==> src/rtl/fetch_stage_pkg.sv <==
// Shared definitions for the instruction-fetch stage: instruction sizing,
// nop encoding, fetch FSM state encodings and the sequential PC step.
`ifndef INSTR_SIZE
`define INSTR_SIZE 32
`endif
`ifndef INSTR_NOP
`define INSTR_NOP {`INSTR_SIZE{1'b0}}
`endif
`ifndef FETCH_ISSUE
`define FETCH_ISSUE 2'd0
`endif
`ifndef FETCH_WAIT
`define FETCH_WAIT 2'd1
`endif
`ifndef FETCH_HELD
`define FETCH_HELD 2'd2
`endif
`ifndef PC_INCR
`define PC_INCR 4
`endif

package fetch_stage_pkg;

  localparam int INSTR_SIZE = `INSTR_SIZE;
  localparam logic [INSTR_SIZE-1:0] INSTR_NOP = `INSTR_NOP;
  localparam int PC_INCR = `PC_INCR;

  typedef enum logic [1:0] {
    ST_ISSUE = `FETCH_ISSUE,
    ST_WAIT  = `FETCH_WAIT,
    ST_HELD  = `FETCH_HELD
  } fetch_state_e;

  // Word-align a fetch address by clearing the byte-offset bits.
  function automatic logic [1:0] byte_offset_mask();
    return 2'b00;
  endfunction

endpackage

==> src/rtl/fetch_stage_chk.sv <==
// Protocol checker for the fetch stage: requests and responses only ever
// coincide with the WAIT state, since one request is outstanding at a time.
module fetch_stage_chk
  import fetch_stage_pkg::*;
(
  input logic       clk,
  input logic       rst,
  input logic       imem_req_i,
  input logic       imem_ready_i,
  input logic [1:0] state_i
);

  // A response in ISSUE or HELD is ignored by the FSM; flag it here.
  a_resp_only_in_wait: assert property (@(posedge clk) disable iff (rst)
    imem_ready_i |-> (state_i == ST_WAIT));

  a_req_only_in_wait: assert property (@(posedge clk) disable iff (rst)
    imem_req_i |-> (state_i == ST_WAIT));

endmodule

==> src/rtl/fetch_stage_if_id_reg.sv <==
// IF/ID pipeline register: bubble wins over load, otherwise the contents hold.
// Reset and bubble both leave a nop with the valid bit cleared.
module fetch_stage_if_id_reg
  import fetch_stage_pkg::*;
#(
  parameter int PC_WIDTH = 32,
  parameter int INSTR_W  = 32
) (
  input  logic                clk,
  input  logic                rst,
  input  logic                load_i,
  input  logic                bubble_i,
  input  logic [INSTR_W-1:0]  instr_i,
  input  logic [PC_WIDTH-1:0] pcplus4_i,
  output logic [INSTR_W-1:0]  instr_o,
  output logic [PC_WIDTH-1:0] pcplus4_o,
  output logic                valid_o
);

  logic [INSTR_W-1:0]  instr_q;
  logic [PC_WIDTH-1:0] pcplus4_q;
  logic                valid_q;

  // IF/ID storage with bubble / load / hold selection
  always_ff @(posedge clk or posedge rst) begin
    if (rst) begin
      instr_q   <= INSTR_W'(INSTR_NOP);
      pcplus4_q <= {PC_WIDTH{1'b0}};
      valid_q   <= 1'b0;
    end else if (bubble_i) begin
      instr_q   <= INSTR_W'(INSTR_NOP);
      pcplus4_q <= {PC_WIDTH{1'b0}};
      valid_q   <= 1'b0;
    end else if (load_i) begin
      instr_q   <= instr_i;
      pcplus4_q <= pcplus4_i;
      valid_q   <= 1'b1;
    end else begin
      instr_q   <= instr_q;
      pcplus4_q <= pcplus4_q;
      valid_q   <= valid_q;
    end
  end

  assign instr_o   = instr_q;
  assign pcplus4_o = pcplus4_q;
  assign valid_o   = valid_q;

endmodule

==> src/rtl/fetch_stage.sv <==
// Instruction-fetch stage: PC, single-outstanding imem request FSM with a
// one-entry skid for responses that land during a stall, and IF/ID loading.
module fetch_stage
  import fetch_stage_pkg::*;
#(
  parameter int                PC_WIDTH = 32,
  parameter int                INSTR_W  = 32,
  parameter logic [PC_WIDTH-1:0] RESET_PC = {PC_WIDTH{1'b0}}
) (
  input  logic                clk,
  input  logic                rst,
  input  logic                pc_Stop,
  input  logic                redirect_Valid,
  input  logic [PC_WIDTH-1:0] redirect_Target,
  output logic                imem_Req,
  output logic [PC_WIDTH-1:0] imem_Addr,
  input  logic                imem_Ready,
  input  logic [INSTR_W-1:0]  imem_Rdata,
  output logic [INSTR_W-1:0]  id_Instr,
  output logic [PC_WIDTH-1:0] id_PcPlus4,
  output logic                id_Valid
);

  if (INSTR_W != INSTR_SIZE) begin : g_bad_instr_w
    $error("fetch_stage: INSTR_W must equal INSTR_SIZE");
  end

  localparam logic [PC_WIDTH-1:0] PC_STEP = PC_WIDTH'(PC_INCR);

  fetch_state_e        state_q;
  logic [PC_WIDTH-1:0] pc_q;
  logic [INSTR_W-1:0]  skid_q;
  logic                drop_q;
  logic                imem_req_q;
  logic [PC_WIDTH-1:0] imem_addr_q;

  logic [PC_WIDTH-1:0] pc_plus4_s;
  logic [PC_WIDTH-1:0] target_aligned_s;
  logic [1:0]          unused_target_lsb_s;
  logic                accept_s;
  logic                ifid_bubble_s;
  logic [INSTR_W-1:0]  ifid_instr_d;

  assign pc_plus4_s          = pc_q + PC_STEP;
  assign target_aligned_s    = {redirect_Target[PC_WIDTH-1:2], byte_offset_mask()};
  assign unused_target_lsb_s = redirect_Target[1:0];

  // Decide whether an instruction enters IF/ID this cycle and where it comes from
  always_comb begin
    accept_s     = 1'b0;
    ifid_instr_d = skid_q;
    if (redirect_Valid) begin
      accept_s     = 1'b0;
      ifid_instr_d = skid_q;
    end else if (pc_Stop) begin
      accept_s     = 1'b0;
      ifid_instr_d = skid_q;
    end else begin
      case (state_q)
        ST_WAIT: begin
          if (imem_Ready && !drop_q) begin
            accept_s     = 1'b1;
            ifid_instr_d = imem_Rdata;
          end else begin
            accept_s     = 1'b0;
            ifid_instr_d = skid_q;
          end
        end
        ST_HELD: begin
          accept_s     = 1'b1;
          ifid_instr_d = skid_q;
        end
        ST_ISSUE: begin
          accept_s     = 1'b0;
          ifid_instr_d = skid_q;
        end
        default: begin
          accept_s     = 1'b0;
          ifid_instr_d = skid_q;
        end
      endcase
    end
    ifid_bubble_s = redirect_Valid | (~pc_Stop & ~accept_s);
  end

  // Fetch FSM, PC, skid and the registered memory request
  always_ff @(posedge clk or posedge rst) begin
    if (rst) begin
      state_q     <= ST_ISSUE;
      pc_q        <= RESET_PC;
      skid_q      <= INSTR_W'(INSTR_NOP);
      drop_q      <= 1'b0;
      imem_req_q  <= 1'b0;
      imem_addr_q <= {PC_WIDTH{1'b0}};
    end else if (redirect_Valid) begin
      pc_q       <= target_aligned_s;
      skid_q     <= INSTR_W'(INSTR_NOP);
      imem_req_q <= 1'b0;
      // An unanswered request must still be drained before the next one goes out.
      if ((state_q == ST_WAIT) && !imem_Ready) begin
        drop_q  <= 1'b1;
        state_q <= ST_WAIT;
      end else begin
        drop_q  <= 1'b0;
        state_q <= ST_ISSUE;
      end
    end else begin
      case (state_q)
        ST_ISSUE: begin
          imem_req_q  <= 1'b1;
          imem_addr_q <= pc_q;
          state_q     <= ST_WAIT;
        end
        ST_WAIT: begin
          imem_req_q <= 1'b0;
          if (imem_Ready && drop_q) begin
            drop_q  <= 1'b0;
            state_q <= ST_ISSUE;
          end else if (imem_Ready && pc_Stop) begin
            skid_q  <= imem_Rdata;
            state_q <= ST_HELD;
          end else if (accept_s) begin
            pc_q    <= pc_plus4_s;
            state_q <= ST_ISSUE;
          end else begin
            state_q <= ST_WAIT;
          end
        end
        ST_HELD: begin
          imem_req_q <= 1'b0;
          if (accept_s) begin
            pc_q    <= pc_plus4_s;
            state_q <= ST_ISSUE;
          end else begin
            state_q <= ST_HELD;
          end
        end
        default: begin
          imem_req_q <= 1'b0;
          drop_q     <= 1'b0;
          state_q    <= ST_ISSUE;
        end
      endcase
    end
  end

  assign imem_Req  = imem_req_q;
  assign imem_Addr = imem_addr_q;

  fetch_stage_if_id_reg #(
    .PC_WIDTH (PC_WIDTH),
    .INSTR_W  (INSTR_W)
  ) u_if_id (
    .clk       (clk),
    .rst       (rst),
    .load_i    (accept_s),
    .bubble_i  (ifid_bubble_s),
    .instr_i   (ifid_instr_d),
    .pcplus4_i (pc_plus4_s),
    .instr_o   (id_Instr),
    .pcplus4_o (id_PcPlus4),
    .valid_o   (id_Valid)
  );

  fetch_stage_chk u_chk (
    .clk          (clk),
    .rst          (rst),
    .imem_req_i   (imem_req_q),
    .imem_ready_i (imem_Ready),
    .state_i      (state_q)
  );

endmodule

==> config.mk <==
export PLATFORM = sky130hd
export DESIGN_NAME = fetch_stage
export DESIGN_NICKNAME = d
export VERILOG_FILES = /design/src/rtl/fetch_stage_pkg.sv /design/src/rtl/fetch_stage_chk.sv /design/src/rtl/fetch_stage_if_id_reg.sv /design/src/rtl/fetch_stage.sv
export SDC_FILE = /design/constraint.sdc
export NUM_CORES = 1
export LEC_CHECK = 0
export ABC_AREA = 0
export CORE_ASPECT_RATIO = 1.4
export CORE_UTILIZATION = 46
export DETAILED_ROUTE_END_ITERATION = 8
export GPL_ROUTABILITY_DRIVEN = 0
export PLACE_DENSITY_LB_ADDON = 0.08
export SLEW_MARGIN = 10
export SYNTH_ARGS = -nofsm -noshare
export SYNTH_HDL_FRONTEND = slang
export SYNTH_SLANG_ARGS = --single-unit
export TNS_END_PERCENT = 5
==> constraint.sdc <==
create_clock -name clk -period 4.5 [get_ports clk]
set_input_delay 0.45 -clock clk [delete_from_list [all_inputs] [get_ports clk]]
set_output_delay 0.45 -clock clk [all_outputs]
set_load 0.03 [all_outputs]
---- Yosys cells after proc, flatten, opt, wreduce, memory -nomap -nowiden ----
Cells that the tools add are included.
cells by class
  eq/ne operators ......................... 7
  $add $sub $neg .......................... 1
  bitwise operators ....................... 5
  multiplexer cells ....................... 36
  reduce and logical (&&, ||, !) cells .... 16
operators with widths
  cell                                                                   number
  32-bit 2-to-1 mux                                                      16
  32-bit case mux with 2 select lines                                    1
  32-bit by 3-bit adder with 32-bit output, second input constant        1
  1-bit 2-to-1 mux                                                       12
  2-bit 2-to-1 mux                                                       4
  3-bit != test, second input constant                                   2
  2-bit case mux with 3 select lines                                     1
  3-bit AND reduction                                                    2
  2-bit nonzero test                                                     3
  1-bit logical AND                                                      4
  1-bit case mux with 2 select lines                                     2
  2-bit AND reduction                                                    2
  3-bit by 2-bit != test with 1-bit output, second input constant        1
  1-bit NOT                                                              3
  3-bit nonzero test                                                     1
  2-bit by 1-bit equality test with 1-bit output, second input constant  1
  2-bit equality test, second input constant                             1
  1-bit logical NOT                                                      2
  2-bit logical NOT                                                      1
  2-bit by 1-bit != test with 1-bit output, second input constant        1
  2-bit != test, second input constant                                   1
  2-bit OR reduction                                                     1
  1-bit bitwise AND                                                      1
  1-bit bitwise OR                                                       1
word-level totals
  register bits ........................... 165
  word-level logic and storage cells ...... 74
  output and inout port bits .............. 98
  input bits .............................. 69

---- Depth between registers and ports, before layout ----
  word-level depth ........................ 11
  gate-level depth with buffers ........... 9
  gate-level depth less buffers ........... 7

---- Cells and area by module ----
From an unflattened synthesis, not the netlist that was laid out.
unflattened totals
  cells, all modules ...................... 741
  area, all modules ....................... 7881.3 um2
by module, submodules not included
  module                 cells an instance  seq. area each (um2)  area an instance (um2)  times used
  fetch_stage            531                2402.3                5241.3                  1
  fetch_stage_if_id_reg  210                1626.6                2640.0                  1

---- Least setup slack after synthesis ----
Ideal clock, no wire load.
  kind .................................... reg-to-reg
  from .................................... register state_q[0]
  to ...................................... register pc_q[29]
  stages on the path, launching flop included .. 8
  arrival ................................. 1792 ps
  path slack .............................. 2626 ps
  cells stage by stage .................... dfrtp_1 > inv_1 > ha_1 > a21bo_2 > a21oi_4 > nand4_2 > or3_1 > a31oi_1
on the way
  word-level cells in the longest chain between the ends .. 9
  elaborated cells between the ends (all ways) .. 14
  those cells by class .................... eq/ne (4); mux (8); reduce/logical (2)
RTL lines
  item                                                                                   line                                   source
  start: declaration                                                                     fetch_stage.sv:30                      fetch_state_e state_q;
  start signal: assignment                                                               fetch_stage.sv:89                      state_q <= ST_ISSUE;
  start signal: assignment                                                               fetch_stage.sv:102                     state_q <= ST_WAIT;
  start signal: assignment                                                               fetch_stage.sv:105                     state_q <= ST_ISSUE;
  2-bit equality test or 2-bit by 1-bit equality test with 1-bit output (tied branches)  fetch_stage.sv:59, fetch_stage.sv:108
  1-bit case mux with 2 select lines                                                     fetch_stage.sv:59                      case (state_q)
  1-bit 2-to-1 mux                                                                       fetch_stage.sv:55                      end else if (pc_Stop) begin
  1-bit 2-to-1 mux                                                                       fetch_stage.sv:52                      if (redirect_Valid) begin
  32-bit 2-to-1 mux (3 in a row)                                                         n/a
  32-bit case mux with 2 select lines                                                    fetch_stage.sv:108                     case (state_q)
  32-bit 2-to-1 mux                                                                      fetch_stage.sv:95                      end else if (redirect_Valid) begin
  end signal: assignment                                                                 fetch_stage.sv:96                      pc_q <= target_aligned_s;
  end signal: assignment                                                                 fetch_stage.sv:123                     pc_q <= pc_plus4_s;
  end signal: assignment                                                                 fetch_stage.sv:132                     pc_q <= pc_plus4_s;
  end: declaration                                                                       fetch_stage.sv:31                      logic [PC_WIDTH-1:0] pc_q;
Parallel ways exist; a longest one is shown, timed or not. The select of a mux whose other input is x is not followed.
A chain may end at the register's enable or synchronous reset.

---- Final worst setup path ----
  from .................................... register state_q[1]
  to ...................................... register u_if_id.instr_q[3] (netlist: u_if_id.instr_o[3])
on the way
  word-level cells in the longest chain between the ends .. 8
  elaborated cells between the ends (all ways) .. 14
  those cells by class .................... eq/ne (2); mux (8); bitwise (3); reduce/logical (1)
RTL lines
  item                                                                                   line                         source
  2-bit equality test or 2-bit by 1-bit equality test with 1-bit output (tied branches)  fetch_stage.sv:59
  1-bit case mux with 2 select lines                                                     fetch_stage.sv:59
  1-bit 2-to-1 mux                                                                       fetch_stage.sv:55
  1-bit 2-to-1 mux                                                                       fetch_stage.sv:52
  1-bit NOT                                                                              fetch_stage.sv:83            ifid_bubble_s = redirect_Valid | (~pc_Stop & ~accept_s);
  1-bit bitwise AND                                                                      fetch_stage.sv:83
  1-bit bitwise OR                                                                       fetch_stage.sv:83
  32-bit 2-to-1 mux or 2-bit nonzero test (tied branches)                                n/a
  end signal: assignment                                                                 fetch_stage_if_id_reg.sv:27  instr_q <= INSTR_W'(INSTR_NOP);
  end signal: assignment                                                                 fetch_stage_if_id_reg.sv:31  instr_q <= INSTR_W'(INSTR_NOP);
  end signal: assignment                                                                 fetch_stage_if_id_reg.sv:35  instr_q <= instr_i;
  end: declaration                                                                       fetch_stage_if_id_reg.sv:20  logic [INSTR_W-1:0] instr_q;
Parallel ways exist; a longest one is shown, timed or not. The select of a mux whose other input is x is not followed.

==> metrics.md <==
| Metric | Value |
|---|---|
| Post-synth EDFFs | 0 |
| DRC viols | 0 |
| Clock power share | 0.348 |
| FFs w/ async S/R, synth | 1.00 |
| Core area | 0.0155 mm^2 |
| Layout area overhead | 30.6% |
| Post-synthesis compound-gate area fraction | 0.118 |
| Post-route ant nets | 0 |
| GRT Residual Overflow | 0 |
| CP max stage cell | nand2_2 |
| Nets | 882 |
| Final Hold Viols | 0 |
| Power Dens Cells | 403 mW/mm^2 |
| Antenna violations before repair | 0 |
| Ys Warns | 0 |
| GR Util All Layers | 0.231 |
| CP Capture Type | flop |
| P_int | 2.70 mW |
| Max Slew Vio Count | 0 |
| Post-Synth Adder-Cell Area | 0.00860 |
| Pre-Repair DR Iteration Count | 5 |
| Dpl cell area | 0.00896 mm^2 |
| Met2 routed WL | 9290 um |
| Clock Path Buffers | 2 |
| Post-synthesis mux area share | 0.0934 |
| Worst path arrival time | 2910 ps |
| Clock-pin slew on the worst setup and hold paths | 60 ps |
| CTS tree | built |
| Cells after Synth | 673 |
| PortBufs | 160 |
| Total CTS buffers | 17 |
| Inserted Diodes | 0 |
| Final WL | 17900 um |
| Critical Path Most Common Cell | nor2_1 |
| Max Cap Violations | 0 |
| Num ports | 167 |
| Sw frac | 0.293 |
| Tmin final | 2600 ps |
| DR vias/cell | 5.48 |
| Clk_lat worst skew | 420 ps |
| TNS Setup | 0 ps |
| Root buf cell | clkbuf_16 |
| Avg WL per Cell | 17.6 um |
| Startpoint class of the critical path | flop |
| DRC violation total after the first TritonRoute iteration | 269 |
| Critical Path RT | 4810 ps |
| Sink Count | 159 |
| Die area | 0.0163 mm^2 |
| Share of cells above drive strength 1 | 0.105 |
| F_max | 0.385 GHz |
| Sequential share of power | 0.440 |
| CP max stage delay | 710 ps |
| Final period util | 0.577 |
| RSZ-0062 raised after global routing | no |
| Yosys top cell area share | 0.547 |
| Worst hold-check path type | in2reg |
| Area used by multi-input combinational logic | 0.00305 mm^2 |
| First-pass GRT wire length | 28900 um |
| Slew headroom | 0.241 |
| Post-synthesis cell area | 0.00727 mm^2 |
| Top sig layer | met4 |
| Rows | 54 |
| FF+latch count, synth | 159 |
| WS Path Type | reg2reg |
| Vias | 5572 |
| Most area-hungry cell type in the Yosys netlist | dfrtp_1 |
| Seq/Total Area, Yosys | 0.547 |
| FF+latch area | 0.00398 mm^2 |
| Chip width | 108 um |
| Status | finished clean |
| Worst Max-Slew Pin Slew | 1130 ps |
| CTS H-tree depth | 4 |
| Largest family of logic cells by synthesized area | simple AND/OR/NAND/NOR gates |
| Cell variety after synth | 47 |
| Initial Utilization | 0.468 |
| Post-layout instance area | 0.00950 mm^2 |
| Critical path fanouts, max | 58 |
| Routed met3 length | 850 um |
| FILL cells | 1332 |
| Crit-path cells | inv_1 > ha_1 > and3b_1 > nor2_1 > nor2_1 > nand2_2 > o21ai_0 |
| Post-synth top cells | dfrtp_1, nand2_1, o21ai_0, xor2_1, a22o_1 |
| Max VDD drop | 0.301 mV |
| Post-Synth XOR/XNOR Area | 0.0650 |
| Net Switching | 1.12 mW |
| CTS resizes | 0 |
| Vias in the first global route | 5685 |
| Synth area leaders | dfrtp_1, o21ai_0, nand2_1, xor2_1, mux2_2 |
| Largest net degree at the start of global routing | 160 |
| Setup Fix Bufs, Post-CTS | 0 |
| Top FF cell, synth | dfrtp_1 |
| P_leak | 4.16 nW |
| DIE HEIGHT | 151 um |
| Worst hold stages | 2 |
| Met1 WL | 7450 um |
| Comb power frac | 0.212 |
| Final Skew | 7.26 ps |
| Hpwl dp | 11600 um |
| Reg2reg path depth | 7 |
| Most numerous cell in the Yosys netlist | dfrtp_1 |
| Simple-gate share of the synthesized area | 0.130 |
| CTS Hold Buffers Added | 0 |
| Final setup vio count | 0 |
| Mapped Avg Cell Area | 10.8 um^2 |
[placed cells by master, fill, tap and decap left out, types with 2 or more instances in the layout]
cell and n:
or2_2 2, mux2_2 31, a22o_1 34, and3_1 6, nor3_1 7, and4_1 4
nand4_1 17, clkdlybuf4s50_1 159, nand3_1 18, nor2_1 14, dfrtp_1 159, clkbuf_16 17
and2_1 4, xor2_1 41, nand2b_1 2, mux2i_1 33, xnor2_1 13, o21ai_2 3
clkinvlp_4 4, ha_1 5, o21ai_0 85, clkinv_2 7, a22oi_1 3, or3_1 5
inv_1 4, buf_4 6, conb_1 4, a31oi_1 4, nand2_1 103
[metrics by stage]
step           instances   util  hold slack (ps)  setup slack [ps]  power (mW)
2_1_floorplan        676      -              473              2040        2.17
3_3_place_gp         985  0.577              462              1680        2.51
3_5_place_dp         985  0.577              470              1590        2.53
4_1_cts             1016  0.611              410              1860        3.87
5_1_grt             1016  0.611              419              1630        4.00
6_report            1016  0.611              428              1900        3.83
[path summary, 6_finish.rpt]
| check | startpoint | end | slack, ps |
|---|---|---|---|
| setup / recovery | state_q[1]$_DFF_PP0_ | u_if_id.instr_o[3]$_DFFE_PP0P_ | 1900 |
| hold / removal | redirect_Valid | u_if_id.pcplus4_o[8]$_DFFE_PP0P_ | 430 |
| setup reg to reg | state_q[1]$_DFF_PP0_ | u_if_id.instr_o[3]$_DFFE_PP0P_ | 1900 |
| hold reg to reg | u_if_id.pcplus4_o[27]$_DFFE_PP0P_ | u_if_id.pcplus4_o[27]$_DFFE_PP0P_ | 480 |
| max in group asynchronous | rst | u_if_id.instr_o[9]$_DFFE_PP0P_ | 3210 |
| min in group asynchronous | rst | skid_q[20]$_DFFE_PP0P_ | 590 |
[layer usage]
| layer | up-vias | global-route usage |
|---|---|---|
| li1 | 2601 | - |
| met1 | 2791 | 0.279 |
| met2 | 156 | 0.397 |
| met3 | 24 | 0.0576 |
| met4 | 0 | 0.0824 |
| met5 | - | 0 |
[registers in the layout (all words and copies together) (netlist names)]
register,count
drop_q,1
skid_q,32
u_if_id.valid_o,1
imem_Req,1
state_q,2
u_if_id.pcplus4_o,30
pc_q,30
imem_Addr,30
u_if_id.instr_o,32
[worst max-delay path, delay by kind of cell, from the launching register on]
kind                     cells  cell delay (ps)
buffers and inverters        1               90
AO/OA/AOI/OAI                1              450
flip-flops                   1              400
AND/OR/NAND/NOR              4             1310
adder cells (fa/ha/maj)      1              230
[power by group through the flow]
stage | logic, mW | registers (mW) | clock network [mW]
after global placement | 0.806 | 1.70 | 0
after floorplan | 0.304 | 1.87 | 0
after detailed placement | 0.817 | 1.71 | 0
after CTS | 0.822 | 1.69 | 1.36
final | 0.811 | 1.68 | 1.33
after global routing | 0.871 | 1.70 | 1.43
[area by class of cell]
class                           instances  share of cell area
Clock buffer                           19              0.0466
Clock inverter                         12              0.0101
Inverter                                6             0.00277
Multi-Input combinational cell        457               0.321
Sequential cell                       159               0.419
Tap cell                              196              0.0258
Timing Repair Buffer                  167               0.175
[logic make-up after synthesis]
family,Yosys count
other cells,1
flops,159
compound gates,136
mux,64
xor+xnor,54
fa+ha+maj,5
buf+inv,60
simple gates,194
(Power assumes the default switching activity.)
